File: src/rtl/alu_share_arbiter_pkg.sv
// Shared definitions for the ALU share arbiter: ALU opcodes, FSM states and an opcode legality helper.
package alu_share_arbiter_pkg;

    localparam logic [3:0] ALU_OP_ADD  = 4'b0000;
    localparam logic [3:0] ALU_OP_SUB  = 4'b0001;
    localparam logic [3:0] ALU_OP_AND  = 4'b0010;
    localparam logic [3:0] ALU_OP_OR   = 4'b0011;
    localparam logic [3:0] ALU_OP_XOR  = 4'b0100;
    localparam logic [3:0] ALU_OP_SLL  = 4'b0101;
    localparam logic [3:0] ALU_OP_SRL  = 4'b0110;
    localparam logic [3:0] ALU_OP_SRA  = 4'b0111;
    localparam logic [3:0] ALU_OP_SLT  = 4'b1000;
    localparam logic [3:0] ALU_OP_SLTU = 4'b1001;
    localparam logic [3:0] ALU_OP_NOP  = 4'b1010;
    localparam logic [3:0] ALU_OP_BGE  = 4'b1011;

    localparam logic [3:0] ALU_OP_ILLEGAL_MIN = 4'b1100;

    typedef enum logic [1:0] {
        ST_IDLE = 2'd0,
        ST_EXEC = 2'd1,
        ST_RESP = 2'd2
    } state_e;

    function automatic logic op_is_illegal(input logic [3:0] op);
        return op >= ALU_OP_ILLEGAL_MIN;
    endfunction

endpackage

File: src/rtl/alu_share_arbiter_if.sv
// Request, ALU-side and response signals of the ALU share arbiter.
interface alu_share_arbiter_if #(
    parameter int NUM_REQ = 2,
    parameter int ID_W    = 1
) ();
    logic [NUM_REQ-1:0]    req_valid;
    logic [NUM_REQ-1:0]    req_ready;
    logic [32*NUM_REQ-1:0] req_rs1_data;
    logic [32*NUM_REQ-1:0] req_rs2_data;
    logic [4*NUM_REQ-1:0]  req_alu_op;
    logic [31:0]           alu_rs1_data;
    logic [31:0]           alu_rs2_data;
    logic [3:0]            alu_op;
    logic [31:0]           alu_result;
    logic                  alu_zero;
    logic                  alu_overflow;
    logic                  rsp_valid;
    logic                  rsp_ready;
    logic [ID_W-1:0]       rsp_id;
    logic [31:0]           rsp_result;
    logic                  rsp_zero;
    logic                  rsp_overflow;
    logic                  rsp_err;

    modport slave (
        input  req_valid, req_rs1_data, req_rs2_data, req_alu_op,
        input  alu_result, alu_zero, alu_overflow, rsp_ready,
        output req_ready, alu_rs1_data, alu_rs2_data, alu_op,
        output rsp_valid, rsp_id, rsp_result, rsp_zero, rsp_overflow, rsp_err
    );

    modport master (
        output req_valid, req_rs1_data, req_rs2_data, req_alu_op,
        output alu_result, alu_zero, alu_overflow, rsp_ready,
        input  req_ready, alu_rs1_data, alu_rs2_data, alu_op,
        input  rsp_valid, rsp_id, rsp_result, rsp_zero, rsp_overflow, rsp_err
    );
endinterface

File: src/rtl/alu_share_arbiter_rr.sv
// Combinational round-robin arbiter: first valid requester at or after ptr, wrapping at NUM_REQ-1.
module alu_share_arbiter_rr #(
    parameter int NUM_REQ = 2,
    parameter int ID_W    = 1
) (
    input  logic [NUM_REQ-1:0] req_valid,
    input  logic [ID_W-1:0]    ptr,
    output logic [NUM_REQ-1:0] grant,
    output logic [ID_W-1:0]    grant_id,
    output logic               grant_any
);
    localparam logic [ID_W:0] NUM_REQ_W = (ID_W+1)'(NUM_REQ);

    logic [ID_W:0] idx;

    always_comb begin
        grant     = '0;
        grant_id  = '0;
        grant_any = 1'b0;
        idx       = '0;
        for (int k = 0; k < NUM_REQ; k++) begin
            idx = {1'b0, ptr} + (ID_W+1)'(k);
            if (idx >= NUM_REQ_W) idx = idx - NUM_REQ_W;
            if (!grant_any && req_valid[idx[ID_W-1:0]]) begin
                grant[idx[ID_W-1:0]] = 1'b1;
                grant_id             = idx[ID_W-1:0];
                grant_any            = 1'b1;
            end
        end
    end
endmodule

File: src/rtl/alu_share_arbiter.sv
// Shares one combinational ALU among NUM_REQ requesters, one operation in flight at a time.
//   state   | meaning
//   IDLE    | arbitrate; accept winner, latch its operands/op/id
//   EXEC    | drive latched op to the ALU, capture result into rsp regs
//   RESP    | rsp_valid high, hold until rsp_ready
module alu_share_arbiter
    import alu_share_arbiter_pkg::*;
#(
    parameter int NUM_REQ = 2,
    parameter int ID_W    = 1
) (
    input  logic           clk,
    input  logic           rst_n,
    alu_share_arbiter_if.slave bus
);
    localparam logic [ID_W:0] NUM_REQ_W = (ID_W+1)'(NUM_REQ);

    state_e          state_q, state_d;
    logic [ID_W-1:0] rr_q, rr_d;
    logic [ID_W-1:0] id_q, id_d;
    logic [3:0]      op_q, op_d;
    logic [31:0]     rs1_q, rs1_d;
    logic [31:0]     rs2_q, rs2_d;
    logic [ID_W-1:0] rsp_id_q, rsp_id_d;
    logic [31:0]     rsp_result_q, rsp_result_d;
    logic            rsp_zero_q, rsp_zero_d;
    logic            rsp_ovf_q, rsp_ovf_d;
    logic            rsp_err_q, rsp_err_d;

    logic [NUM_REQ-1:0] gnt;
    logic [ID_W-1:0]    gnt_id;
    logic               gnt_any;
    logic [ID_W:0]      rr_inc;

    alu_share_arbiter_rr #(.NUM_REQ(NUM_REQ), .ID_W(ID_W)) u_rr (
        .req_valid (bus.req_valid),
        .ptr       (rr_q),
        .grant     (gnt),
        .grant_id  (gnt_id),
        .grant_any (gnt_any)
    );

    // Illegal opcodes never reach the ALU; it sees a NOP instead.
    assign bus.req_ready    = (state_q == ST_IDLE) ? gnt : '0;
    assign bus.alu_op       = (state_q == ST_EXEC && !op_is_illegal(op_q)) ? op_q : ALU_OP_NOP;
    assign bus.alu_rs1_data = rs1_q;
    assign bus.alu_rs2_data = rs2_q;
    assign bus.rsp_valid    = (state_q == ST_RESP);
    assign bus.rsp_id       = rsp_id_q;
    assign bus.rsp_result   = rsp_result_q;
    assign bus.rsp_zero     = rsp_zero_q;
    assign bus.rsp_overflow = rsp_ovf_q;
    assign bus.rsp_err      = rsp_err_q;

    always_comb begin
        state_d      = state_q;
        rr_d         = rr_q;
        id_d         = id_q;
        op_d         = op_q;
        rs1_d        = rs1_q;
        rs2_d        = rs2_q;
        rsp_id_d     = rsp_id_q;
        rsp_result_d = rsp_result_q;
        rsp_zero_d   = rsp_zero_q;
        rsp_ovf_d    = rsp_ovf_q;
        rsp_err_d    = rsp_err_q;
        rr_inc       = {1'b0, gnt_id} + (ID_W+1)'(1);
        case (state_q)
            ST_IDLE: begin
                if (gnt_any) begin
                    id_d = gnt_id;
                    for (int i = 0; i < NUM_REQ; i++) begin
                        if (gnt[i]) begin
                            rs1_d = bus.req_rs1_data[32*i +: 32];
                            rs2_d = bus.req_rs2_data[32*i +: 32];
                            op_d  = bus.req_alu_op[4*i +: 4];
                        end
                    end
                    rr_d    = (rr_inc >= NUM_REQ_W) ? '0 : rr_inc[ID_W-1:0];
                    state_d = ST_EXEC;
                end
            end
            ST_EXEC: begin
                rsp_id_d = id_q;
                if (op_is_illegal(op_q)) begin
                    rsp_result_d = '0;
                    rsp_zero_d   = 1'b1;
                    rsp_ovf_d    = 1'b0;
                    rsp_err_d    = 1'b1;
                end else begin
                    rsp_result_d = bus.alu_result;
                    rsp_zero_d   = bus.alu_zero;
                    rsp_ovf_d    = bus.alu_overflow;
                    rsp_err_d    = 1'b0;
                end
                state_d = ST_RESP;
            end
            ST_RESP: begin
                if (bus.rsp_ready) state_d = ST_IDLE;
            end
            default: state_d = ST_IDLE;
        endcase
    end

    always_ff @(posedge clk or negedge rst_n) begin
        if (!rst_n) begin
            state_q      <= ST_IDLE;
            rr_q         <= '0;
            id_q         <= '0;
            op_q         <= ALU_OP_NOP;
            rs1_q        <= '0;
            rs2_q        <= '0;
            rsp_id_q     <= '0;
            rsp_result_q <= '0;
            rsp_zero_q   <= 1'b0;
            rsp_ovf_q    <= 1'b0;
            rsp_err_q    <= 1'b0;
        end else begin
            state_q      <= state_d;
            rr_q         <= rr_d;
            id_q         <= id_d;
            op_q         <= op_d;
            rs1_q        <= rs1_d;
            rs2_q        <= rs2_d;
            rsp_id_q     <= rsp_id_d;
            rsp_result_q <= rsp_result_d;
            rsp_zero_q   <= rsp_zero_d;
            rsp_ovf_q    <= rsp_ovf_d;
            rsp_err_q    <= rsp_err_d;
        end
    end
endmodule

File: src/flat_wrapper.sv
// flat-port wrapper written by rule: the top's interface ports become plain ports
module alu_share_arbiter_flat import alu_share_arbiter_pkg::*;
#(
    parameter int NUM_REQ = 2,
    parameter int ID_W    = 1
)
  (clk, rst_n, bus_req_valid, bus_req_rs1_data, bus_req_rs2_data, bus_req_alu_op, bus_alu_result, bus_alu_zero, bus_alu_overflow, bus_rsp_ready, bus_req_ready, bus_alu_rs1_data, bus_alu_rs2_data, bus_alu_op, bus_rsp_valid, bus_rsp_id, bus_rsp_result, bus_rsp_zero, bus_rsp_overflow, bus_rsp_err);
  alu_share_arbiter_if #(.NUM_REQ(NUM_REQ), .ID_W(ID_W)) bus_i ();
  input  logic clk;
  input  logic rst_n;
  input wire logic [$bits(bus_i.req_valid)-1:0] bus_req_valid;
  input wire logic [$bits(bus_i.req_rs1_data)-1:0] bus_req_rs1_data;
  input wire logic [$bits(bus_i.req_rs2_data)-1:0] bus_req_rs2_data;
  input wire logic [$bits(bus_i.req_alu_op)-1:0] bus_req_alu_op;
  input wire logic [$bits(bus_i.alu_result)-1:0] bus_alu_result;
  input wire logic [$bits(bus_i.alu_zero)-1:0] bus_alu_zero;
  input wire logic [$bits(bus_i.alu_overflow)-1:0] bus_alu_overflow;
  input wire logic [$bits(bus_i.rsp_ready)-1:0] bus_rsp_ready;
  output wire logic [$bits(bus_i.req_ready)-1:0] bus_req_ready;
  output wire logic [$bits(bus_i.alu_rs1_data)-1:0] bus_alu_rs1_data;
  output wire logic [$bits(bus_i.alu_rs2_data)-1:0] bus_alu_rs2_data;
  output wire logic [$bits(bus_i.alu_op)-1:0] bus_alu_op;
  output wire logic [$bits(bus_i.rsp_valid)-1:0] bus_rsp_valid;
  output wire logic [$bits(bus_i.rsp_id)-1:0] bus_rsp_id;
  output wire logic [$bits(bus_i.rsp_result)-1:0] bus_rsp_result;
  output wire logic [$bits(bus_i.rsp_zero)-1:0] bus_rsp_zero;
  output wire logic [$bits(bus_i.rsp_overflow)-1:0] bus_rsp_overflow;
  output wire logic [$bits(bus_i.rsp_err)-1:0] bus_rsp_err;
  assign bus_i.req_valid = bus_req_valid;
  assign bus_i.req_rs1_data = bus_req_rs1_data;
  assign bus_i.req_rs2_data = bus_req_rs2_data;
  assign bus_i.req_alu_op = bus_req_alu_op;
  assign bus_i.alu_result = bus_alu_result;
  assign bus_i.alu_zero = bus_alu_zero;
  assign bus_i.alu_overflow = bus_alu_overflow;
  assign bus_i.rsp_ready = bus_rsp_ready;
  assign bus_req_ready = bus_i.req_ready;
  assign bus_alu_rs1_data = bus_i.alu_rs1_data;
  assign bus_alu_rs2_data = bus_i.alu_rs2_data;
  assign bus_alu_op = bus_i.alu_op;
  assign bus_rsp_valid = bus_i.rsp_valid;
  assign bus_rsp_id = bus_i.rsp_id;
  assign bus_rsp_result = bus_i.rsp_result;
  assign bus_rsp_zero = bus_i.rsp_zero;
  assign bus_rsp_overflow = bus_i.rsp_overflow;
  assign bus_rsp_err = bus_i.rsp_err;
  alu_share_arbiter #(.NUM_REQ(NUM_REQ), .ID_W(ID_W)) u_core (.clk(clk), .rst_n(rst_n), .bus(bus_i));
endmodule
File: config.mk
export PLATFORM = sky130hd
export DESIGN_NAME = alu_share_arbiter_flat
export DESIGN_NICKNAME = d
export VERILOG_FILES = /design/src/rtl/alu_share_arbiter_pkg.sv /design/src/rtl/alu_share_arbiter_if.sv /design/src/rtl/alu_share_arbiter_rr.sv /design/src/rtl/alu_share_arbiter.sv /design/src/flat_wrapper.sv
export SDC_FILE = /design/constraint.sdc
export NUM_CORES = 1
export LEC_CHECK = 0
export ABC_AREA = 1
export ABC_CLOCK_PERIOD_IN_PS = 1400
export BUFFER_PORTS_ARGS = -buffer_cell sky130_fd_sc_hd__buf_2
export CAP_MARGIN = 5
export CORE_MARGIN = 1
export CORE_UTILIZATION = 30
export DETAILED_ROUTE_END_ITERATION = 6
export PLACE_DENSITY = 0.69
export SYNTH_ARGS = -nofsm -noshare
export SYNTH_HDL_FRONTEND = slang
export SYNTH_HIERARCHICAL = 1
export SYNTH_SLANG_ARGS = --single-unit
File: constraint.sdc
create_clock -name clk -period 1.4 [get_ports clk]
set_input_delay 0.07 -clock clk [delete_from_list [all_inputs] [get_ports clk]]
set_output_delay 0.07 -clock clk [all_outputs]
set_load 0.005 [all_outputs]
==> Word level (Yosys, flattened, before mapping) <==
Cells that the tools add are included.
{ "totals": {"out_inout_bits": 107, "register_bits": 108, "elab_cells": 71, "input_bits": 175} }
{ "op_classes": {"order_cmp": 8, "n_eq_ne": 4, "n_reduce_logical": 11, "n_addsub": 4, "mux": 32, "bitwise": 1} }
{ "ops": {"columns": ["cell", "count"], "rows": [
  ["two-way mux 32 bit", 5],
  ["two-way mux 1 bit", 16],
  ["two-way mux 4 bit", 3],
  ["two-way mux 2 bit", 5],
  ["one-hot mux 2 bit (3 select lines)", 1],
  ["adder 1 x 1 -> 2 bit, second input constant", 2],
  ["greater-or-equal comparator 2 bit, second input constant", 2],
  ["greater-or-equal comparator 4 bit, second input constant", 1],
  ["logical AND 1 bit", 4],
  ["less-than comparator 1 x 2 -> 1 bit, second input constant", 2],
  ["AND reduction 2 bit", 2],
  ["AND reduction 3 bit", 1],
  ["demux 1 bit (select 1 bit)", 2],
  ["equality test 2 x 1 -> 1 bit, second input constant", 1],
  ["equality test 2 bit, second input constant", 1],
  ["greater-or-equal comparator 1 bit, second input constant", 2],
  ["greater-or-equal comparator 1 x 2 -> 1 bit, second input constant", 1],
  ["logical NOT 1 bit", 2],
  ["logical NOT 2 bit", 1],
  ["inequality test 2 x 1 -> 1 bit, second input constant", 1],
  ["inequality test 2 bit, second input constant", 1],
  ["OR 2 bit", 1],
  ["nonzero test 2 bit", 1],
  ["subtractor 1 bit, second input constant", 2]
]} }

==> Logic depth before layout (Yosys ltp) <==
Gate-level depths: netlist of the first run.
{ "logic_depth": {"ltp_word": 11, "depth_mapped": 10} }

==> Hierarchy <==
The synthesis of the first run kept the hierarchy.
{ "modules_own_cells": {"columns": ["mod", "cells_per_inst", "instances", "seq_area_each_um2", "area_each_um2"], "rows": [
  ["alu_share_arbiter", 699, 1, 2705.1, 5074.9],
  ["alu_share_arbiter_rr", 7, 1, 0.0, 30.0]
]} }

==> Worst setup path before layout of the first run <==
Ideal clock, no wire load.
{ "synth_path": {"path_type": "reg2reg", "startpoint": "register u_core.rr_q", "endpoint": "register u_core.rs1_q[23], in the netlist u_core/bus.alu_rs1_data[23]", "path_buffers": 3, "path_stages_with_launch": 11, "t_arrival_ns": 1.279, "path_slack_ns": 0.003, "setup_time_ns": 0.118, "path_cell_list": "dfrtp_1 -> inv_1 -> a21oi_1 -> buf_2 -> inv_2 -> nand2_1 -> nand3_2 -> buf_2 -> buf_4 -> nand2_1 -> nand2_1"} }
{ "synth_via": {"elab_chain_cells": 11, "elab_cells_between_ends": 31, "classes_between": "3 x add/sub; 6 x order compare; 15 x mux; 1 x bitwise; 6 x reduce/logical"} }
{ "synth_lines": {"columns": ["item", "line", "rtl"], "rows": [
  ["from (decl)", "alu_share_arbiter.sv:19", "logic [ID_W-1:0] rr_q, rr_d;"],
  ["from (signal assigned)", "alu_share_arbiter.sv:120", "rr_q <= rr_d;"],
  ["adder 1 x 1 -> 2 bit (tied with other cells)", "alu_share_arbiter_rr.sv:22", "idx = {1'b0, ptr} + (ID_W+1)'(k);"],
  ["greater-or-equal comparator 2 bit (tied with other cells)", "alu_share_arbiter_rr.sv:23", "if (idx >= NUM_REQ_W) idx = idx - NUM_REQ_W;"],
  ["two-way mux 1 bit (tied with other cells)", "alu_share_arbiter_rr.sv:23", null],
  ["less-than comparator 1 x 2 -> 1 bit (implied by the code) (tied with other cells)", "alu_share_arbiter_rr.sv:25", "grant[idx[ID_W-1:0]] = 1'b1;"],
  ["logical AND 1 bit (implied by the code) / two-way mux 1 bit (equally long branches)", "alu_share_arbiter_rr.sv:25", null],
  ["two-way mux 1 bit (implied by the code) / demux 1 bit (select 1 bit) (equally long branches)", "alu_share_arbiter_rr.sv:25", null],
  ["demux 1 bit (select 1 bit) / two-way mux 2 bit (equally long branches)", "alu_share_arbiter_rr.sv:25, alu_share_arbiter_rr.sv:24", null],
  ["OR 2 bit (no line)", null, null],
  ["two-way mux 2 bit (*)", "alu_share_arbiter_rr.sv:24", "if (!grant_any && req_valid[idx[ID_W-1:0]]) begin"],
  ["named net u_core.gnt[1]", "alu_share_arbiter.sv:30", "logic [NUM_REQ-1:0] gnt;"],
  ["nonzero test 2 bit (no line)", null, null],
  ["AND reduction 3 bit (no line)", null, null],
  ["to (signal assigned)", "alu_share_arbiter.sv:123", "rs1_q <= rs1_d;"],
  ["to (decl)", "alu_share_arbiter.sv:22", "logic [31:0] rs1_q, rs1_d;"]
]} }
Mark *: on every way through the listed nets, which the timed path passes. The rest lies on a longest branch. The select of a mux whose other input is x is not followed.
A chain may end at the register's enable or synchronous reset.

==> Final worst setup path of the first run <==
{ "layout_path": {"startpoint": "register u_core.rr_q", "endpoint": "register u_core.rs2_q[28], in the netlist u_core/bus.alu_rs2_data[28]"} }
{ "layout_via": {"elab_chain_cells": 11, "elab_cells_between_ends": 31, "classes_between": "3 x add/sub; 6 x order compare; 15 x mux; 1 x bitwise; 6 x reduce/logical"} }
{ "layout_lines": {"columns": ["item", "line", "rtl"], "rows": [
  ["adder 1 x 1 -> 2 bit (tied with other cells)", "alu_share_arbiter_rr.sv:22", null],
  ["greater-or-equal comparator 2 bit (tied with other cells)", "alu_share_arbiter_rr.sv:23", null],
  ["two-way mux 1 bit (tied with other cells)", "alu_share_arbiter_rr.sv:23", null],
  ["less-than comparator 1 x 2 -> 1 bit (implied by the code) (tied with other cells)", "alu_share_arbiter_rr.sv:25", null],
  ["logical AND 1 bit (implied by the code) / two-way mux 1 bit (equally long branches)", "alu_share_arbiter_rr.sv:25", null],
  ["two-way mux 1 bit (implied by the code) / demux 1 bit (select 1 bit) (equally long branches)", "alu_share_arbiter_rr.sv:25", null],
  ["demux 1 bit (select 1 bit) / two-way mux 2 bit (equally long branches)", "alu_share_arbiter_rr.sv:25, alu_share_arbiter_rr.sv:24", null],
  ["OR 2 bit (no line)", null, null],
  ["two-way mux 2 bit (*)", "alu_share_arbiter_rr.sv:24", null],
  ["named net u_core.gnt[0]", "alu_share_arbiter.sv:30", null],
  ["nonzero test 2 bit (no line) (*)", null, null],
  ["AND reduction 3 bit (no line) (*)", null, null],
  ["to (signal assigned)", "alu_share_arbiter.sv:124", "rs2_q <= rs2_d;"],
  ["to (decl)", "alu_share_arbiter.sv:23", "logic [31:0] rs2_q, rs2_d;"]
]} }
Marked as above.

==> results of run 1 <==
## sequential cells by signal, summed over array words and instances (netlist names)
register and count:
u_core/bus.alu_rs2_data 32, u_core/bus.rsp_err 1, u_core/op_q 4, u_core/bus.rsp_id 1, u_core/rr_q 1, u_core/state_q 2, u_core/bus.alu_rs1_data 32, u_core/bus.rsp_result 32
u_core/bus.rsp_zero 1, u_core/id_q 1, u_core/bus.rsp_overflow 1
## power breakdown
part	switching, mW	internal (mW)	total (mW)
Clock	1.21	1.28	2.49
Combinational	4.46	3.75	8.21
Sequential	0.812	4.61	5.42
Total	6.48	9.63	16.1
## final timing paths
| path | end | slack, ns | cells after the start |
|---|---|---|---|
| min in group asynchronous | u_core/bus.rsp_result[17] | 0.15 | 2 |
| worst min-delay path | u_core/bus.alu_rs1_data[9] | 0.02 | 5 |
| worst min register to register | u_core/bus.alu_rs1_data[21] | 0.47 | 2 |
| worst max-delay path | u_core/bus.alu_rs2_data[28] | -0.13 | 8 |
| max in group asynchronous | u_core/op_q[3] | 0.65 | 3 |
| worst max register to register | u_core/bus.alu_rs2_data[28] | -0.13 | 8 |
## stage by stage
step                      std cells  area (um^2)
final                          1270         8510
after global routing           1270         8510
after CTS                      1248         7710
after detailed placement       1187         6900
after global placement         1187         6900
after floorplan                 706         5100
## layout make-up
| cell class | count | area (um^2) | share of cell area [%] |
|---|---|---|---|
| multi-input combinational | 542 | 2550 | 30.0 |
| timing repair buffer | 369 | 2630 | 30.9 |
| clock buffer | 11 | 243 | 2.85 |
| inverter | 14 | 55.1 | 0.647 |
| clock inverter | 5 | 45.0 | 0.529 |
| sequential | 108 | 2710 | 31.8 |
| tap | 220 | 275 | 3.24 |
| antenna | 1 | 2.50 | 0.0294 |
## cell families (layout without fill, tap and decap cells)
kind of cell    count (synthesis)  after routing  share of synthesized area (%)
compound gates                  5              5                          0.490
buf+inv                        56            399                           4.90
flops                         108            108                           53.0
other cells                     0              1                              0
simple gates                  537            537                           41.6
## cells in the final DEF, fill, tap and decap left out, types with 5 or more instances in the layout
cell type,Yosys,layout
buf_12,0,12
buf_2,14,277
buf_4,6,15
buf_6,0,13
clkbuf_16,0,18
dfrtp_1,106,105
dlygate4sd3_1,0,36
inv_1,12,9
nand2_1,452,436
nand2_2,0,14
nand3_1,68,19
nand3_2,1,45
nand3_4,0,5
nor2_1,11,6
nor2_4,1,7
## what timing repair did
item                       4_1_cts  5_1_grt
resized for setup                8      105
pin swaps                        5       50
hold endpoints to repair       142        0
hold buffers                    36        0
cloned                           3       14
setup endpoints to repair       45       74
setup buffers                    6        8
## worst min-delay path, stage by stage
cell     delay (ns)
buf_2          0.07
nand2_1        0.04
nand2_1        0.05
nand3_1        0.06
nand2_1        0.06
## per-layer routing
layer	vias to the layer above	wire length, um
li1	2847	-
met1	2598	7930
met2	228	9550
met3	17	1290
met4	0	286
met5	-	0
==> flow_metrics.env, run 1 <==
export IMPL_tritoncts="done"
export IMPL_syn_nets=881
export IMPL_met3_usage_pct=5.17
export IMPL_grt_setup_unrepaired="yes"
export IMPL_timing_fmax_mhz=652
export IMPL_grt_busiest_layer="met2"
export IMPL_ys_ff_latch=108
export IMPL_synthArstFlopShare_pct=100
export IMPL_htree_num_levels=3
export IMPL_startpoint_type="flop"
export IMPL_root_buffer="clkbuf_16"
export IMPL_port_buffers=281
export IMPL_status="finished, violations left"
export IMPL_cp_common_cell="nand2_1"
export IMPL_yosysTopAreaCellShare_pct=52.0
export IMPL_start_util_pct=30.8
export IMPL_critPathTopFamily="buffers and inverters"
export IMPL_slew_viol_final=0
export IMPL_drt_initial_drc_count=275
export IMPL_vias_per_cell=4.48
export IMPL_synth_cells=706
export IMPL_netlist_top_cells_count="nand2_1 (452), dfrtp_1 (106), nand3_1 (68), clkbuf_1 (15), buf_2 (14)"
export IMPL_ir_drop_mv=0.835
export IMPL_dominantRegCellSynth="dfrtp_1"
export IMPL_setup_viol=73
export IMPL_yosysTopAreaCell="dfrtp_1"
export IMPL_setup_tns_ns=-7.57
export IMPL_drv_cap=0
export IMPL_final_antenna_net_count=0
export IMPL_violations="negative setup slack"
export IMPL_netlist_area_um2=5100
export IMPL_critPathLaunch="u_core/rr_q"
export IMPL_gp_congestion=0.788
export IMPL_wl_per_cell_um=15.0
export IMPL_grt_pass1_vias=5340
export IMPL_postRouteWirelength_um=19100
export IMPL_place_ws_ns=-0.0173
export IMPL_use_met2_pct=34.8
export IMPL_final_hold_viol_count=0
export IMPL_cp_max_fo=12
export IMPL_floorplan_rows=47
export IMPL_cts_inserted_buffers=9
export IMPL_slowest_delay_ns=0.41
export IMPL_grt_pass1_wl_um=26800
export IMPL_max_slew_margin_pct=79.0
export IMPL_fin_util_pct=51.3
export IMPL_globalRouteMet1Util_pct=23.0
export IMPL_firstDrtPassIters=4
export IMPL_grt_start_max_net_pins=48
export IMPL_area_growth_synth_to_final_pct=66.7
export IMPL_grt_overflow=0
export IMPL_skew_ns=0.0112
export IMPL_die_area_um2=17500
export IMPL_ios=282
export IMPL_r2r_start="u_core/rr_q"
export IMPL_cp_buffers_inverters=3
export IMPL_p_total_mw=16.1
export IMPL_tightestPinTransition_ns=0.315
export IMPL_ys_warn_count=6
export IMPL_arrival_ns=1.77
export IMPL_p_leak_nw=4.89
export IMPL_hold_path_class="input pin to flop"
export IMPL_core_area_um2=16600
export IMPL_setup_slack_ns=-0.133
export IMPL_clk_insertion_delay_late_ns=0.36
export IMPL_yosys_top_cells_area="dfrtp_1 (52%), nand2_1 (33%), nand3_1 (6.7%)"
export IMPL_synth_most_common_cell="nand2_1"
export IMPL_finalNetCount=1219
export IMPL_drc=0
export IMPL_vias=5690
export IMPL_ys_types=17
export IMPL_fp_dieW_um=132
export IMPL_antenna_found_initial=1
export IMPL_drive_gt1_share_pct=41.4
export IMPL_powerDensity_nw_per_um2=1890
export IMPL_crit_type="flop to flop"
export IMPL_worst_setup_path_end_kind="flop"
export IMPL_clk_pin_slew_ns=0.08
export IMPL_ys_seq_area_share_pct=53.0
export IMPL_n_fill_cell=1561
export IMPL_critical_path_cell_chain="buf_6 -> a21oi_4 -> inv_2 -> nand2_2 -> nand3_4 -> clkbuf_16 -> nand2_1 -> nand2_1"
export IMPL_grt_total_usage_pct=19.4
export IMPL_min_period_ns=1.53
export IMPL_hold_start="bus_req_rs1_data[9]"
export IMPL_synth_edf_count=0
export IMPL_slowest_stage="dfrtp_1"
export IMPL_holdWs_ns=0.0226
export IMPL_cp_required_ns=1.64
export IMPL_post_dp_hpwl_um=11300
export IMPL_clock_sinks=108
export IMPL_avgSynthCellArea_um2=7.23
export IMPL_clk_path_buf_depth=2
export IMPL_post_route_period_util_pct=110
export IMPL_die_h_um=132
(Power assumes the default switching activity.)
==> run 2: changes to the inputs <==
- CORE_UTILIZATION: 30 -> 40
- PLACE_DENSITY: 0.69 -> 0.85
==> run 2 against run 1 <==
Net effect:
- sequential cell count unchanged
- the run still ends with negative setup slack left
- setup slack better by 0.062 ns
- clock-buffer cell count down 1
- clock skew about the same
- sequential share of layout area up 2.2 points
- worst hold slack worse by 0.0048 ns
- largest cell class unchanged
==> flow_metrics.env, run 2 (synthesis gave the netlist of run 1 again) <==
export IMPL_hold_start="bus_alu_zero"
export IMPL_drc=0
export IMPL_skew_ns=0.0108
export IMPL_clk_path_buf_depth=2
export IMPL_holdWs_ns=0.0178
export IMPL_vias=5865
export IMPL_setup_slack_ns=-0.0717
export IMPL_min_period_ns=1.47
export IMPL_place_ws_ns=-0.0481
export IMPL_grt_pass1_vias=5557
export IMPL_cp_common_cell="nand2_1"
export IMPL_status="finished, violations left"
export IMPL_area_growth_synth_to_final_pct=56.2
export IMPL_die_h_um=115
export IMPL_setup_tns_ns=-2.27
export IMPL_hold_path_endpoint="u_core/bus.rsp_zero"
export IMPL_placedCellCount=1131
export IMPL_fp_dieW_um=115
export IMPL_hold_path_class="input pin to flop"
export IMPL_rrSetupSlack_ns=-0.07
export IMPL_finalNetCount=1209
export IMPL_post_dp_hpwl_um=11000
export IMPL_place_area_um2=6780
export IMPL_arrival_ns=1.69
export IMPL_startpoint_type="flop"
export IMPL_slew_viol_final=0
export IMPL_timing_fmax_mhz=679
export IMPL_grt_pass1_wl_um=26100
export IMPL_core_area_um2=12200
export IMPL_final_antenna_net_count=0
export IMPL_grt_total_usage_pct=25.7
export IMPL_cp_max_fo=26
export IMPL_floorplan_rows=40
export IMPL_wl_per_cell_um=15.6
export IMPL_switchingPower_mw=6.23
export IMPL_postRouteWirelength_um=18900
export IMPL_final_hold_viol_count=0
export IMPL_ir_drop_mv=0.754
export IMPL_antenna_found_initial=3
export IMPL_n_fill_cell=1023
export IMPL_r2r_start="u_core/rr_q"
export IMPL_clk_insertion_delay_late_ns=0.34
export IMPL_vias_per_cell=4.85
export IMPL_drive_gt1_share_pct=35.4
export IMPL_cts_inserted_buffers=9
export IMPL_slowest_stage="dfrtp_1"
export IMPL_powerDensity_nw_per_um2=1980
export IMPL_tightestPinTransition_ns=0.601
export IMPL_p_leak_nw=4.77
export IMPL_ff2ff_path_depth=7
export IMPL_critPathTopFamily="simple AND/OR/NAND/NOR gates"
export IMPL_ios=282
export IMPL_start_util_pct=41.8
export IMPL_clkPwrFrac_pct=16.6
export IMPL_drv_cap=0
export IMPL_seq_power_share_pct=34.7
export IMPL_r2r_end="u_core/bus.alu_rs1_data[16]"
export IMPL_grt_overflow=0
export IMPL_final_area_um2=7970
export IMPL_cp_buffers_inverters=2
export IMPL_max_slew_margin_pct=59.9
export IMPL_clock_sinks=108
export IMPL_register_area_um2=2710
export IMPL_clk_pin_slew_ns=0.07
export IMPL_htree_num_levels=3
export IMPL_root_buffer="clkbuf_16"
export IMPL_tritoncts="done"
export IMPL_critical_path_cell_chain="a21oi_1 -> inv_1 -> nand2_1 -> nand3_4 -> buf_12 -> nand2_1 -> nand2_1"
export IMPL_port_buffers=281
export IMPL_cp_required_ns=1.62
export IMPL_crit_type="flop to flop"
export IMPL_comb_power_share_pct=48.7
export IMPL_final_cell_mix="nand2_1 (444), buf_2 (278), dfrtp_1 (104), nand3_1 (67), dlygate4sd3_1 (35)"
export IMPL_violations="negative setup slack"
export IMPL_multi_input_area_um2=2220
export IMPL_drt_initial_drc_count=385
export IMPL_gp_congestion=0.787
export IMPL_hold_depth=3
export IMPL_grt_setup_unrepaired="yes"
export IMPL_instances_no_fill=1209
export IMPL_firstDrtPassIters=7
export IMPL_worst_setup_path_end_kind="flop"
export IMPL_fin_util_pct=65.3
export IMPL_die_area_um2=13200
export IMPL_setup_viol=68
export IMPL_p_total_mw=15.8
export IMPL_internal_power_mw=9.53
export IMPL_grt_start_max_net_pins=109
export IMPL_slowest_delay_ns=0.41
export IMPL_power_share_switching_pct=39.5
export IMPL_post_route_period_util_pct=105
export IMPL_final_common_cell="nand2_1"
[run 2: repair_timing]
| action | CTS | global route |
|---|---|---|
| cloned | 3 | 9 |
| hold buffers | 35 | 0 |
| gates resized for setup | 17 | 30 |
| hold endpoints to repair | 140 | 0 |
| pin swaps | 5 | 3 |
| setup endpoints to repair | 40 | 107 |
| buffers inserted | 9 | 4 |
[run 2: how the worst max path moves through the flow]
stage / from / to / slack (ns) / depth (start not counted)
2_1_floorplan: u_core/rr_q / u_core/bus.alu_rs1_data[23] / 0.003 / 10
3_3_place_gp: u_core/rr_q / u_core/bus.alu_rs1_data[0] / 0.02 / 8
3_5_place_dp: u_core/rr_q / u_core/bus.alu_rs1_data[9] / -0.05 / 7
4_1_cts: u_core/state_q[0] / bus_alu_op[1] / -0.09 / 5
5_1_grt: u_core/rr_q / u_core/bus.alu_rs2_data[30] / -0.12 / 7
6_report: u_core/rr_q / u_core/bus.alu_rs1_data[16] / -0.07 / 7
[run 2: power groups by stage]
| stage | clock network, mW | registers [mW] | logic, mW |
|---|---|---|---|
| after floorplan | 0 | 5.51 | 3.16 |
| after global placement | 0 | 5.42 | 5.99 |
| after detailed placement | 0 | 5.43 | 6.24 |
| after CTS | 2.69 | 5.41 | 6.84 |
| after global routing | 2.81 | 5.62 | 8.41 |
| final | 2.61 | 5.48 | 7.68 |
[run 2: tightest hold or removal path, stage by stage]
cell and delay (ns):
buf_2 0.10, nor2_1 0.05, nor2_1 0.09
[run 2: layer usage]
layer / GRT usage [%] / vias up / routed length, um
met2: 48.1 / 309 / 9400
met1: 28.9 / 2703 / 7450
li1: - / 2815 / -
met4: 7.97 / 2 / 460
met3: 5.85 / 36 / 1530
met5: 0 / - / 13
[run 2: layout make-up]
type | instances | area share, %
Antenna cell | 2 | 0.0628
Clock buffer | 10 | 3.00
Clock inverter | 6 | 0.879
Inverter | 14 | 0.785
Multi-Input combinational cell | 542 | 27.8
Sequential cell | 108 | 34.0
Tap cell | 168 | 2.64
Timing Repair Buffer | 359 | 30.8
==> run 3: changes to the inputs <==
- ABC_CLOCK_PERIOD_IN_PS: 1400 -> 1370
- CORE_UTILIZATION: 40 -> 45
- PLACE_DENSITY: 0.85 -> 0.9
- clock period: 1.4 -> 1.37 ns (I/O delays scaled with it)
==> run 3 against run 2 <==
Net effect:
- the run still ends with negative setup slack left
- combinational power fell by 1%
- core utilization is 6.1 points higher
- via count decreased by 0.66%
- first-iteration DRC count up 14%
- cell area decreased by 2.1%
- sequential power rose by 1%
- clock skew increased by 0.0025 ns
- total power about the same
- clock power hardly changed
- highest routed layer unchanged
- critical path depth fell by 1
- setup slack lost 0.060 ns
==> flow_metrics.env, run 3 (synthesis gave the netlist of run 1 again) <==
export IMPL_cts_inserted_buffers=9
export IMPL_hold_depth=5
export IMPL_slew_viol_final=0
export IMPL_final_area_um2=7800
export IMPL_powerDensity_nw_per_um2=2020
export IMPL_drt_initial_drc_count=437
export IMPL_r2r_end="u_core/bus.alu_rs2_data[19]"
export IMPL_die_h_um=109
export IMPL_p_leak_nw=4.71
export IMPL_vias=5826
export IMPL_tightestPinTransition_ns=0.304
export IMPL_setup_tns_ns=-6.60
export IMPL_gp_congestion=0.790
export IMPL_startpoint_type="flop"
export IMPL_ff2ff_path_depth=9
export IMPL_postRouteWirelength_um=17200
export IMPL_final_hold_viol_count=0
export IMPL_grt_setup_unrepaired="yes"
export IMPL_max_slew_margin_pct=79.7
export IMPL_min_period_ns=1.50
export IMPL_place_area_um2=6810
export IMPL_r2r_start="u_core/rr_q"
export IMPL_final_antenna_net_count=0
export IMPL_area_growth_synth_to_final_pct=52.8
export IMPL_ios=282
export IMPL_crit_type="flop to output pin"
export IMPL_holdWs_ns=0.0406
export IMPL_timing_fmax_mhz=666
export IMPL_rrSetupSlack_ns=-0.13
export IMPL_hold_path_endpoint="u_core/bus.alu_rs1_data[19]"
export IMPL_drv_cap=0
export IMPL_drc=0
export IMPL_grt_overflow=0
export IMPL_hold_start="bus_req_rs1_data[19]"
export IMPL_instances_no_fill=1177
export IMPL_tritoncts="done"
export IMPL_cp_max_fo=3
export IMPL_wl_per_cell_um=14.6
export IMPL_status="finished, violations left"
export IMPL_diodes=0
export IMPL_violations="negative setup slack"
export IMPL_drive_gt1_share_pct=35.1
export IMPL_core_area_um2=10900
export IMPL_ir_drop_mv=1.33
export IMPL_worst_setup_path_end_kind="output pin"
export IMPL_placedCellCount=1108
export IMPL_setup_slack_ns=-0.132
export IMPL_clk_path_buf_depth=2
export IMPL_die_area_um2=11800
export IMPL_setup_viol=71
export IMPL_final_cell_mix="nand2_1 (448), buf_2 (278), dfrtp_1 (104), nand3_1 (67), dlygate4sd3_1 (36)"
export IMPL_post_route_period_util_pct=110
export IMPL_floorplan_rows=38
export IMPL_finalNetCount=1207
export IMPL_post_dp_hpwl_um=10600
export IMPL_cp_required_ns=1.30
export IMPL_grt_total_usage_pct=28.5
export IMPL_grt_pass1_wl_um=25900
export IMPL_firstDrtPassIters=6
export IMPL_htree_num_levels=3
export IMPL_place_ws_ns=0.00456
export IMPL_fin_util_pct=71.3
export IMPL_skew_ns=0.0134
export IMPL_final_common_cell="nand2_1"
export IMPL_grt_start_max_net_pins=56
export IMPL_p_total_mw=15.8
export IMPL_arrival_ns=1.43
export IMPL_clock_sinks=108
export IMPL_grt_pass1_vias=5461
export IMPL_hold_path_class="input pin to flop"
export IMPL_antenna_found_initial=1
export IMPL_clk_insertion_delay_late_ns=0.35
export IMPL_vias_per_cell=4.95
export IMPL_start_util_pct=46.7
export IMPL_fp_dieW_um=109
export IMPL_port_buffers=281
export IMPL_clk_pin_slew_ns=0.08
export IMPL_root_buffer="clkbuf_16"
==> run 3: cell type report <==
cell class / count / area [um^2]
clock buffers: 9 / 225
clock inverters: 7 / 78.8
fillers: 856 / 3130
inverters: 14 / 55.1
multi-input cells: 542 / 2230
flip-flops and latches: 108 / 2710
well taps: 140 / 175
repair buffers: 357 / 2330
==> run 3: worst max path at each step <==
stage / from / endpoint / slack, ns / depth (start not counted)
5_1_grt: u_core/rr_q / u_core/bus.alu_rs1_data[31] / -0.20 / 9
2_1_floorplan: u_core/rr_q / u_core/bus.alu_rs1_data[23] / -0.001 / 10
4_1_cts: u_core/rr_q / bus_req_ready[0] / -0.07 / 5
3_3_place_gp: u_core/rr_q / u_core/op_q[3] / 0.03 / 8
6_report: u_core/rr_q / bus_req_ready[0] / -0.13 / 6
3_5_place_dp: u_core/rr_q / u_core/bus.alu_rs2_data[19] / 0.005 / 8
==> run 3: timing repair <==
action	4_1_cts	5_1_grt
endpoints found under the setup margin	7	73
gates resized for setup	19	15
pin swaps	4	5
hold endpoints to repair	141	0
gates cloned	2	4
hold buffers	36	0
buffers inserted	8	3
==> run 3: layer usage <==
metal | track usage (%) | vias to the layer above | routed length [um]
li1 | - | 2812 | -
met1 | 33.2 | 2638 | 6590
met2 | 49.3 | 331 | 8670
met3 | 7.66 | 43 | 1560
met4 | 12.1 | 2 | 376
met5 | 0 | - | 13
==> run 3: power breakdown <==
group | switching, mW | total [mW] | internal, mW | leakage [nW]
Clock | 1.29 | 2.60 | 1.31 | 0.149
Combinational | 4.16 | 7.60 | 3.44 | 3.22
Sequential | 0.848 | 5.56 | 4.71 | 1.34
==> run 3: worst max-delay path, cell delays in order, from the launching register on <==
cell	delay [ns]
dfrtp_1	0.41
buf_4	0.15
a21oi_4	0.15
inv_2	0.05
buf_4	0.13
nor2_2	0.09
buf_2	0.13
